File: src/rtl/ysyx_23060203_pkg.sv
// ysyx_23060203_pkg: shared AXI constants, CLINT state encoding and word-select helper.
package ysyx_23060203_pkg;
  localparam int ID_W = 4;
  localparam logic [1:0] RESP_OKAY = 2'b00;
  localparam logic [1:0] BURST_FIXED = 2'b00;
  localparam logic [1:0] BURST_INCR = 2'b01;
  localparam int CLINT_SEL_BIT = 2;
  typedef enum logic [1:0] {
    ST_IDLE = 2'b01,
    ST_RESP = 2'b10
  } clint_state_t;
  function automatic logic [31:0] word_of(input logic [63:0] v, input logic hi);
    return hi ? v[63:32] : v[31:0];
  endfunction
endpackage

File: src/rtl/ysyx_23060203_axi_if.sv
// ysyx_23060203_axi_if: shared AXI4 bundle; the CLINT only uses the AR/R side through modport in.
interface ysyx_23060203_axi_if #(parameter int ID_W = ysyx_23060203_pkg::ID_W);
  logic            arvalid;
  logic            arready;
  logic [31:0]     araddr;
  logic [ID_W-1:0] arid;
  logic [7:0]      arlen;
  logic [2:0]      arsize;
  logic [1:0]      arburst;
  logic            rvalid;
  logic            rready;
  logic [31:0]     rdata;
  logic [1:0]      rresp;
  logic            rlast;
  logic [ID_W-1:0] rid;
  logic            awvalid;
  logic            awready;
  logic [31:0]     awaddr;
  logic            wvalid;
  logic            wready;
  logic [31:0]     wdata;
  logic [3:0]      wstrb;
  logic            bvalid;
  logic            bready;
  logic [1:0]      bresp;
  modport in (
    input  arvalid, araddr, arid, arlen, arsize, arburst, rready,
    output arready, rvalid, rdata, rresp, rlast, rid
  );
  modport out (
    output arvalid, araddr, arid, arlen, arsize, arburst, rready,
    input  arready, rvalid, rdata, rresp, rlast, rid
  );
endinterface

File: src/rtl/ysyx_23060203_mtime_counter.sv
// ysyx_23060203_mtime_counter: prescaled free-running 64-bit mtime.
module ysyx_23060203_mtime_counter #(
  parameter int          TICK_DIV   = 1,
  parameter logic [63:0] MTIME_INIT = 64'h0
) (
  input  logic        clock,
  input  logic        reset,
  output logic [63:0] o_mtime
);
  localparam int PW = TICK_DIV > 1 ? $clog2(TICK_DIV) : 1;
  localparam logic [PW-1:0] PRE_MAX = PW'(TICK_DIV - 1);
  logic [PW-1:0] r_pre;
  logic [63:0]   r_mtime;
  logic          w_tick;
  assign w_tick = r_pre == PRE_MAX;
  assign o_mtime = r_mtime;
  always_ff @(posedge clock) begin
    if (reset) begin
      r_pre   <= '0;
      r_mtime <= MTIME_INIT;
    end else begin
      r_pre <= w_tick ? '0 : r_pre + 1'b1;
      if (w_tick) r_mtime <= r_mtime + 64'd1;
    end
  end
endmodule

File: src/rtl/ysyx_23060203_clint.sv
// ysyx_23060203_clint: read-only AXI4 slave returning a per-burst snapshot of mtime.
module ysyx_23060203_clint
  import ysyx_23060203_pkg::*;
#(
  parameter int          TICK_DIV   = 1,
  parameter logic [63:0] MTIME_INIT = 64'h0
) (
  input logic              clock,
  input logic              reset,
  ysyx_23060203_axi_if.in  read
);
  logic [63:0]     w_mtime;
  logic            w_next_sel;
  clint_state_t    r_state;
  logic [63:0]     r_snap;
  logic [7:0]      r_len;
  logic [7:0]      r_beat;
  logic [1:0]      r_burst;
  logic            r_sel;
  logic            r_arready;
  logic            r_rvalid;
  logic            r_rlast;
  logic [31:0]     r_rdata;
  logic [ID_W-1:0] r_rid;
  ysyx_23060203_mtime_counter #(
    .TICK_DIV  (TICK_DIV),
    .MTIME_INIT(MTIME_INIT)
  ) u_cnt (
    .clock  (clock),
    .reset  (reset),
    .o_mtime(w_mtime)
  );
  assign w_next_sel = (r_burst == BURST_FIXED) ? r_sel : ~r_sel;
  assign read.arready = r_arready;
  assign read.rvalid  = r_rvalid;
  assign read.rdata   = r_rdata;
  assign read.rresp   = RESP_OKAY;
  assign read.rlast   = r_rlast;
  assign read.rid     = r_rid;
  // R outputs are precomputed one cycle ahead so they come straight from flops.
  always_ff @(posedge clock) begin
    if (reset) begin
      r_state   <= ST_IDLE;
      r_snap    <= '0;
      r_len     <= '0;
      r_beat    <= '0;
      r_burst   <= '0;
      r_sel     <= 1'b0;
      r_arready <= 1'b1;
      r_rvalid  <= 1'b0;
      r_rlast   <= 1'b0;
      r_rdata   <= '0;
      r_rid     <= '0;
    end else begin
      unique case (r_state)
        ST_IDLE: if (read.arvalid) begin
          r_state   <= ST_RESP;
          r_snap    <= w_mtime;
          r_len     <= read.arlen;
          r_beat    <= '0;
          r_burst   <= read.arburst;
          r_sel     <= read.araddr[CLINT_SEL_BIT];
          r_arready <= 1'b0;
          r_rvalid  <= 1'b1;
          r_rlast   <= read.arlen == 8'd0;
          r_rdata   <= word_of(w_mtime, read.araddr[CLINT_SEL_BIT]);
          r_rid     <= read.arid;
        end
        ST_RESP: if (read.rready) begin
          if (r_rlast) begin
            r_state   <= ST_IDLE;
            r_arready <= 1'b1;
            r_rvalid  <= 1'b0;
            r_rlast   <= 1'b0;
          end else begin
            r_beat  <= r_beat + 8'd1;
            r_sel   <= w_next_sel;
            r_rlast <= r_beat + 8'd1 == r_len;
            r_rdata <= word_of(r_snap, w_next_sel);
          end
        end
        default: begin
          r_state   <= ST_IDLE;
          r_arready <= 1'b1;
          r_rvalid  <= 1'b0;
          r_rlast   <= 1'b0;
        end
      endcase
    end
  end
endmodule

File: src/flat_wrapper.sv
// flat-port wrapper written by rule: the top's interface ports become plain ports
module ysyx_23060203_clint_flat import ysyx_23060203_pkg::*;
#(
  parameter int          TICK_DIV   = 1,
  parameter logic [63:0] MTIME_INIT = 64'h0
)
  (clock, reset, read_arvalid, read_araddr, read_arid, read_arlen, read_arsize, read_arburst, read_rready, read_arready, read_rvalid, read_rdata, read_rresp, read_rlast, read_rid);
  ysyx_23060203_axi_if read_i ();
  input logic clock;
  input logic reset;
  input wire logic [$bits(read_i.arvalid)-1:0] read_arvalid;
  input wire logic [$bits(read_i.araddr)-1:0] read_araddr;
  input wire logic [$bits(read_i.arid)-1:0] read_arid;
  input wire logic [$bits(read_i.arlen)-1:0] read_arlen;
  input wire logic [$bits(read_i.arsize)-1:0] read_arsize;
  input wire logic [$bits(read_i.arburst)-1:0] read_arburst;
  input wire logic [$bits(read_i.rready)-1:0] read_rready;
  output wire logic [$bits(read_i.arready)-1:0] read_arready;
  output wire logic [$bits(read_i.rvalid)-1:0] read_rvalid;
  output wire logic [$bits(read_i.rdata)-1:0] read_rdata;
  output wire logic [$bits(read_i.rresp)-1:0] read_rresp;
  output wire logic [$bits(read_i.rlast)-1:0] read_rlast;
  output wire logic [$bits(read_i.rid)-1:0] read_rid;
  assign read_i.arvalid = read_arvalid;
  assign read_i.araddr = read_araddr;
  assign read_i.arid = read_arid;
  assign read_i.arlen = read_arlen;
  assign read_i.arsize = read_arsize;
  assign read_i.arburst = read_arburst;
  assign read_i.rready = read_rready;
  assign read_arready = read_i.arready;
  assign read_rvalid = read_i.rvalid;
  assign read_rdata = read_i.rdata;
  assign read_rresp = read_i.rresp;
  assign read_rlast = read_i.rlast;
  assign read_rid = read_i.rid;
  ysyx_23060203_clint #(.TICK_DIV(TICK_DIV), .MTIME_INIT(MTIME_INIT)) u_core (.clock(clock), .reset(reset), .read(read_i));
endmodule
File: config.mk
export PLATFORM = sky130hd
export DESIGN_NAME = ysyx_23060203_clint_flat
export DESIGN_NICKNAME = d
export VERILOG_FILES = /design/src/rtl/ysyx_23060203_pkg.sv /design/src/rtl/ysyx_23060203_axi_if.sv /design/src/rtl/ysyx_23060203_mtime_counter.sv /design/src/rtl/ysyx_23060203_clint.sv /design/src/flat_wrapper.sv
export SDC_FILE = /design/constraint.sdc
export NUM_CORES = 1
export LEC_CHECK = 0
export ABC_AREA = 1
export CAP_MARGIN = 20
export CORE_MARGIN = 2
export CORE_UTILIZATION = 57
export CTS_CLUSTER_SIZE = 24
export DETAILED_ROUTE_END_ITERATION = 12
export PLACE_DENSITY_LB_ADDON = 0.05
export SYNTH_ARGS = -nofsm -noshare
export SYNTH_HDL_FRONTEND = slang
export SYNTH_SLANG_ARGS = --single-unit
File: constraint.sdc
create_clock -name clock -period 2 [get_ports clock]
set_clock_uncertainty 0.1 [all_clocks]
set_input_delay 0.4 -clock clock [delete_from_list [all_inputs] [get_ports clock]]
set_output_delay 0.4 -clock clock [all_outputs]
set_load 0.01 [all_outputs]
---- After elaboration in Yosys (flattened, before gate mapping) ----
Index checks and enable logic that the tools add are counted.
storage, ports and cells
  input bits .............................. 53
  memories kept ........................... 0
  bits in registers ....................... 189
  bits in read-only memories .............. 0
  output and inout bits ................... 41
  logic and storage cells ................. 64
  RAM bits ................................ 0
  bits in latches ......................... 0
cells by class
  div/mod/pow operators ................... 0
  add/sub/neg operators ................... 3
  bitwise gates (word level) .............. 2
  multipliers ............................. 0
  magnitude comparators ................... 0
  reduce and logical (&&, ||, !) cells .... 8
  eq/ne operators ......................... 7
  multiplexer cells ....................... 31
  shifts and indexed selects .............. 0
operators with widths
  operator                                               number
  two-way mux 32 bit                                     5
  adder 64 x 1 -> 64 bit, second input constant          1
  one-hot mux 32 bit (2 select lines)                    1
  two-way mux 8 bit                                      3
  one-hot mux 8 bit (2 select lines)                     1
  two-way mux 1 bit                                      13
  adder 8 x 1 -> 8 bit, second input constant            1
  equality test 8 bit                                    1
  zero test 8 bit                                        1
  one-hot mux 1 bit (2 select lines)                     4
  two-way mux 2 bit                                      3
  inequality test 2 bit, second input constant           3
  one-hot mux 2 bit (2 select lines)                     1
  AND reduction 2 bit                                    2
  AND reduction 4 bit                                    1
  AND reduction 3 bit                                    1
  equality test 2 x 1 -> 1 bit, second input constant    1
  equality test 2 bit, second input constant             1
  zero test 2 bit                                        1
  inequality test 2 x 1 -> 1 bit, second input constant  1
  inverter 1 bit                                         2
  nonzero test 2 bit                                     1
  OR reduction 2 bit                                     1
  adder 1 bit, second input constant                     1

---- Logic depth before layout (Yosys ltp) ----
  depth in word-level cells ............... 6
  gate-level depth with buffers ........... 14
  gate-level depth less buffers ........... 13

---- Modules after synthesis ----
A second synthesis with hierarchy kept.
second synthesis, totals
  cell total of the unflattened synthesis .. 1356
  area total of the unflattened synthesis .. 9195.1 um^2
modules (own cells, without submodules)
  module                       seq. area each (um^2)  instances  area an instance (um^2)  cells each
  ysyx_23060203_clint          2442.3                 1          5436.5                   742
  ysyx_23060203_mtime_counter  1301.2                 1          3758.6                   614

---- Least setup slack after synthesis ----
Ideal clock, no wire load.
  kind .................................... register -> register
  start ................................... register u_core.r_state[1]
  end ..................................... register u_core.r_beat[1]
  buffers on the path ..................... 3
  cell stages (with the launch flop) ...... 12
  required time ........................... 1.771 ns
  setup time .............................. 0.129 ns
  period minus slack after synthesis ...... 1.910 ns
  slack ................................... 0.090 ns
  arrival ................................. 1.681 ns
  path through ............................ dfxtp_1 ha_1 buf_2 inv_2 buf_2 nor2_2 inv_2 o22ai_4 buf_4 inv_2 a22oi_1 nor2_1
between the ends
  cells in the longest elaborated chain, start to end .. 3
  elaborated cells on any way between the ends .. 8
  classes of those cells .................. eq/ne (5); mux (1); reduce/logical (2)
ends and longest elaborated chain
  item                                                                          line                       RTL
  from (decl)                                                                   ysyx_23060203_clint.sv:14  clint_state_t r_state;
  from (signal assigned)                                                        ysyx_23060203_clint.sv:43  r_state <= ST_IDLE;
  from (signal assigned)                                                        ysyx_23060203_clint.sv:57  r_state <= ST_RESP;
  from (signal assigned)                                                        ysyx_23060203_clint.sv:71  r_state <= ST_IDLE;
  equality test 2 bit / equality test 2 x 1 -> 1 bit (equally long branches)    ysyx_23060203_clint.sv:55  unique case (r_state)
  inequality test 2 bit (no line) / nonzero test 2 bit (equally long branches)  -
  AND reduction 4 bit (no line)                                                 -
  to (signal assigned)                                                          ysyx_23060203_clint.sv:76  r_beat <= r_beat + 8'd1;
  to (decl)                                                                     ysyx_23060203_clint.sv:17  logic [7:0] r_beat;
Parallel ways exist; a longest one is shown, timed or not.
A chain may end at the register's enable or synchronous reset.

---- Final worst setup path ----
  start ................................... register u_core.u_cnt.r_mtime[0] (netlist: u_core.u_cnt.o_mtime[0])
  end ..................................... register u_core.u_cnt.r_mtime[21] (netlist: u_core.u_cnt.o_mtime[21])
between the ends
  cells in the longest elaborated chain, start to end .. 1
ends and longest elaborated chain
  item                    line                               RTL
  from (decl)             ysyx_23060203_mtime_counter.sv:13  logic [63:0] r_mtime;
  from (signal assigned)  ysyx_23060203_mtime_counter.sv:23  if (w_tick) r_mtime <= r_mtime + 64'd1;
  adder 64 x 1 -> 64 bit  ysyx_23060203_mtime_counter.sv:23
No other way between the ends.

==> flow_summary.yaml <==
layout:
  final_nets: 1537
  area_growth_syn_to_layout_pct: 24.4
  final_core_utilization_pct: 72.7
  sequential_cell_area_mm2: 0.00376
  final_cell_count_no_fill: 1708
  multiInputGateArea_mm2: 0.00486
  filler_cell_count: 1352
  drive_above_1_share_pct: 15.2
  final_common_cell: "sky130_fd_sc_hd__nand2_1"
  most-common-layout-cells: "sky130_fd_sc_hd__nand2_1, sky130_fd_sc_hd__o21ai_0, sky130_fd_sc_hd__a21oi_1"
  n_antenna_cell: 0
clocking:
  clock-root-buffer: "sky130_fd_sc_hd__clkbuf_16"
  clock_path_buffers: 2
  clock_tree.htree_level_count: 4
  clkLatencyLatePin_ps: 440
  tritoncts.num_buffers: 17
  path_clk_slew_ps: 70
  cts.hold.buffers_added: 0
  tritoncts: "built"
  tritoncts_num_sinks: 187
grt:
  grt.total_usage_pct: 32.8
  grt_first_pass_wirelength_um: 45700
  grt_start_max_net_pins: 72
  grt.overflow.total: 0
  antenna_found_initial: 0
  grt_pass1_vias: 8728
timing:
  timing_hold_violations_final: 0
  worstMarginPinSlew_ps: 594
  fin_tns_setup_ps: -47.5
  max_freq_mhz: 488
  worst_hold_slack_ps: 353
  setup_viol_count_final: 1
  period_share_pct: 102
  worst_path_setup_slack_after_routing_ps: -47.5
  maxSlewViolCount: 0
  maxSlewHeadroom_pct: 60.4
  final.min_clock_period_ps: 2050
  grt_setup_unrepaired: "true"
logic_synthesis:
  yosys_most_used_dff: "sky130_fd_sc_hd__dfxtp_1"
  netlist_top_cells_area: "sky130_fd_sc_hd__dfxtp_1, sky130_fd_sc_hd__o21ai_0, sky130_fd_sc_hd__a21oi_1, sky130_fd_sc_hd__nand2_1, sky130_fd_sc_hd__inv_1"
  synth.yosys.warnings: 0
  synth_cell_types: 41
  synth-seq-cells: 187
  synth_enable_flop_cells: 0
  syn_avg_cell_area_um2: 6.82
  synth_area_leader_cell: "sky130_fd_sc_hd__dfxtp_1"
  synthesis.instances: 1367
  post_syn_area_mm2: 0.00932
  yosys.area.top_type_share_pct: 40.2
  ys_seq_area_share_pct: 40.2
  synthArstFlopShare_pct: 0
worst_setup_path:
  endpoint_kind: "flip-flop"
  arrival_ps: 2250
  critical_path_required_ps: 2200
  largest_fanout_of_any_net_on_the_critical_path: 5
  setup.worst_path.class: "flip-flop to flip-flop"
  startpoint_type: "flip-flop"
power_and_ir_drop:
  pwr-share-seq_pct: 40.2
  p_comb_share_pct: 28.3
  power.share.clock_pct: 31.5
  p_switching_mw: 3.81
  power.switching_fraction_pct: 32.3
  power.static_leakage_nw: 4.18
  internal-power_mw: 7.98
  cellPowerDensity_mw_per_mm2: 1020
  finalPower_mw: 11.8
  vdd_ir_drop_max_v: 0.00103
die:
  die_height_um: 132
  starting_utilization_of_the_core_area_pct: 58.4
  top_level_ports: 94
  floorplan.core_area_mm2: 0.0159
  design.die.area_mm2: 0.0174
  die_w_um: 132
  rows: 46
drt:
  highest-signal-layer: "met4"
  first_pass_iters: 6
  route.antenna.remaining_nets: 0
  wl_met2_um: 13100
  dr.first_iter.drc_count: 950
  drt-total-wl_um: 28700
  route.detailed.drc: 0
  total_via_count_in_the_routed_design: 9635
  met3_length_um: 2070
  wl_per_cell_um: 16.8
  wl_on_met1_um: 13100
  via_per_inst: 5.64
place:
  place.detailed.hpwl_um: 20300
  place_congestion: 1.00
  place_inst: 1667
  numPortBuffers: 57
hold_path:
  worstHoldPathType: "flip-flop to flip-flop"
run:
  timing.max_cap.violations: 0
run_status:
  violations: "setup timing"
  run_status: "finished, violations left"
## power by group through the flow
stage	clock network, mW	logic (mW)	registers [mW]
final	3.72	3.33	4.74
after global routing	3.89	3.69	4.81
after CTS	3.74	3.30	4.73
after detailed placement	0	3.28	4.80
after global placement	0	3.20	4.78
after floorplan	0	1.83	4.86
## metal layers
metal / global-route usage [%] / vias up
met5: 0 / -
met4: 8.94 / 0
met3: 5.81 / 38
met2: 51.2 / 365
met1: 46.9 / 4445
li1: - / 4787
## worst max-delay path, stage by stage, from the launching register on
cell                      delay [ps]
sky130_fd_sc_hd__dfxtp_4         370
sky130_fd_sc_hd__buf_6           110
sky130_fd_sc_hd__inv_4            30
sky130_fd_sc_hd__nor2_4          100
sky130_fd_sc_hd__nand2_4          80
sky130_fd_sc_hd__nor3_4          280
sky130_fd_sc_hd__nand2_2         130
sky130_fd_sc_hd__nor3_4          340
sky130_fd_sc_hd__buf_4           180
sky130_fd_sc_hd__xor2_1          140
sky130_fd_sc_hd__nor2_1           50
## through the flow
| step | instance area, µm² | setup WS [ps] |
|---|---|---|
| floorplan | 9330 | 89.9 |
| global placement | 10700 | 55.1 |
| detailed placement | 10700 | 20.1 |
| CTS | 11400 | 1.71 |
| global route | 11600 | -81.4 |
| finish | 11600 | -47.5 |
## layout make-up
type,instances,share of cell area (%)
flip-flops and latches,187,32.4
well taps,216,2.33
clock inverters,11,1.58
inverters,146,4.81
clock buffers,20,4.03
repair buffers,163,12.9
multi-input cells,965,41.9
## flip-flops by register name, indices dropped and copies added (netlist names), 2 cells and up
signal and count:
u_core.r_state 2, u_core.u_cnt.o_mtime 64, u_core.read.rid 4, u_core.r_beat 8, u_core.r_snap 64, u_core.read.rdata 32, u_core.r_burst 2, u_core.r_len 8
## cells in the mapped netlist (2+ instances only)
master	count
sky130_fd_sc_hd__nand2_4	2
sky130_fd_sc_hd__o21ai_0	192
sky130_fd_sc_hd__buf_2	9
sky130_fd_sc_hd__clkbuf_1	50
sky130_fd_sc_hd__nor2_4	5
sky130_fd_sc_hd__nor2_2	11
sky130_fd_sc_hd__a31oi_1	28
sky130_fd_sc_hd__nand4_1	18
sky130_fd_sc_hd__ha_1	4
sky130_fd_sc_hd__nand2_2	8
sky130_fd_sc_hd__nor2_1	123
sky130_fd_sc_hd__buf_4	3
sky130_fd_sc_hd__dfxtp_1	187
sky130_fd_sc_hd__and3_1	4
sky130_fd_sc_hd__xor2_1	12
sky130_fd_sc_hd__nor3_4	3
sky130_fd_sc_hd__o21ai_1	16
sky130_fd_sc_hd__inv_2	15
sky130_fd_sc_hd__nand3_1	61
sky130_fd_sc_hd__inv_1	130
sky130_fd_sc_hd__nor3_2	5
sky130_fd_sc_hd__nand3_4	2
sky130_fd_sc_hd__nor4_1	2
sky130_fd_sc_hd__nor3_1	30
sky130_fd_sc_hd__nand2_1	231
sky130_fd_sc_hd__xnor2_1	4
sky130_fd_sc_hd__a21oi_1	190
sky130_fd_sc_hd__buf_1	9
## repair_timing
item,in CTS,in global routing
setup endpoints to repair,0,64
hold endpoints to repair,0,0
buffers inserted,0,9
resized for setup,0,42
## cells by family (layout without fill, tap and decap cells)
family          count (synthesis)  count (layout)  synth area share [%]
simple gates                  510             510                  24.8
compound gates                432             432                  23.9
buf+inv                       217             340                  9.04
flops                         187             187                  40.2
xor+xnor                       16              16                  1.50
fa+ha+maj                       4               4                 0.537
other cells                     1               3                0.0402
## path summary, 6_finish.rpt
| path | from | to | slack, ps | cells past startpoint |
|---|---|---|---|---|
| worst max register to register | u_core.u_cnt.o_mtime[0] | u_core.u_cnt.o_mtime[21] | -50 | 10 |
| worst min register to register | u_core.r_snap[29] | u_core.r_snap[29] | 350 | 2 |
| worst min-delay path | u_core.r_snap[29] | u_core.r_snap[29] | 350 | 2 |
| worst max-delay path | u_core.u_cnt.o_mtime[0] | u_core.u_cnt.o_mtime[21] | -50 | 10 |
(Power assumes the default switching activity.)
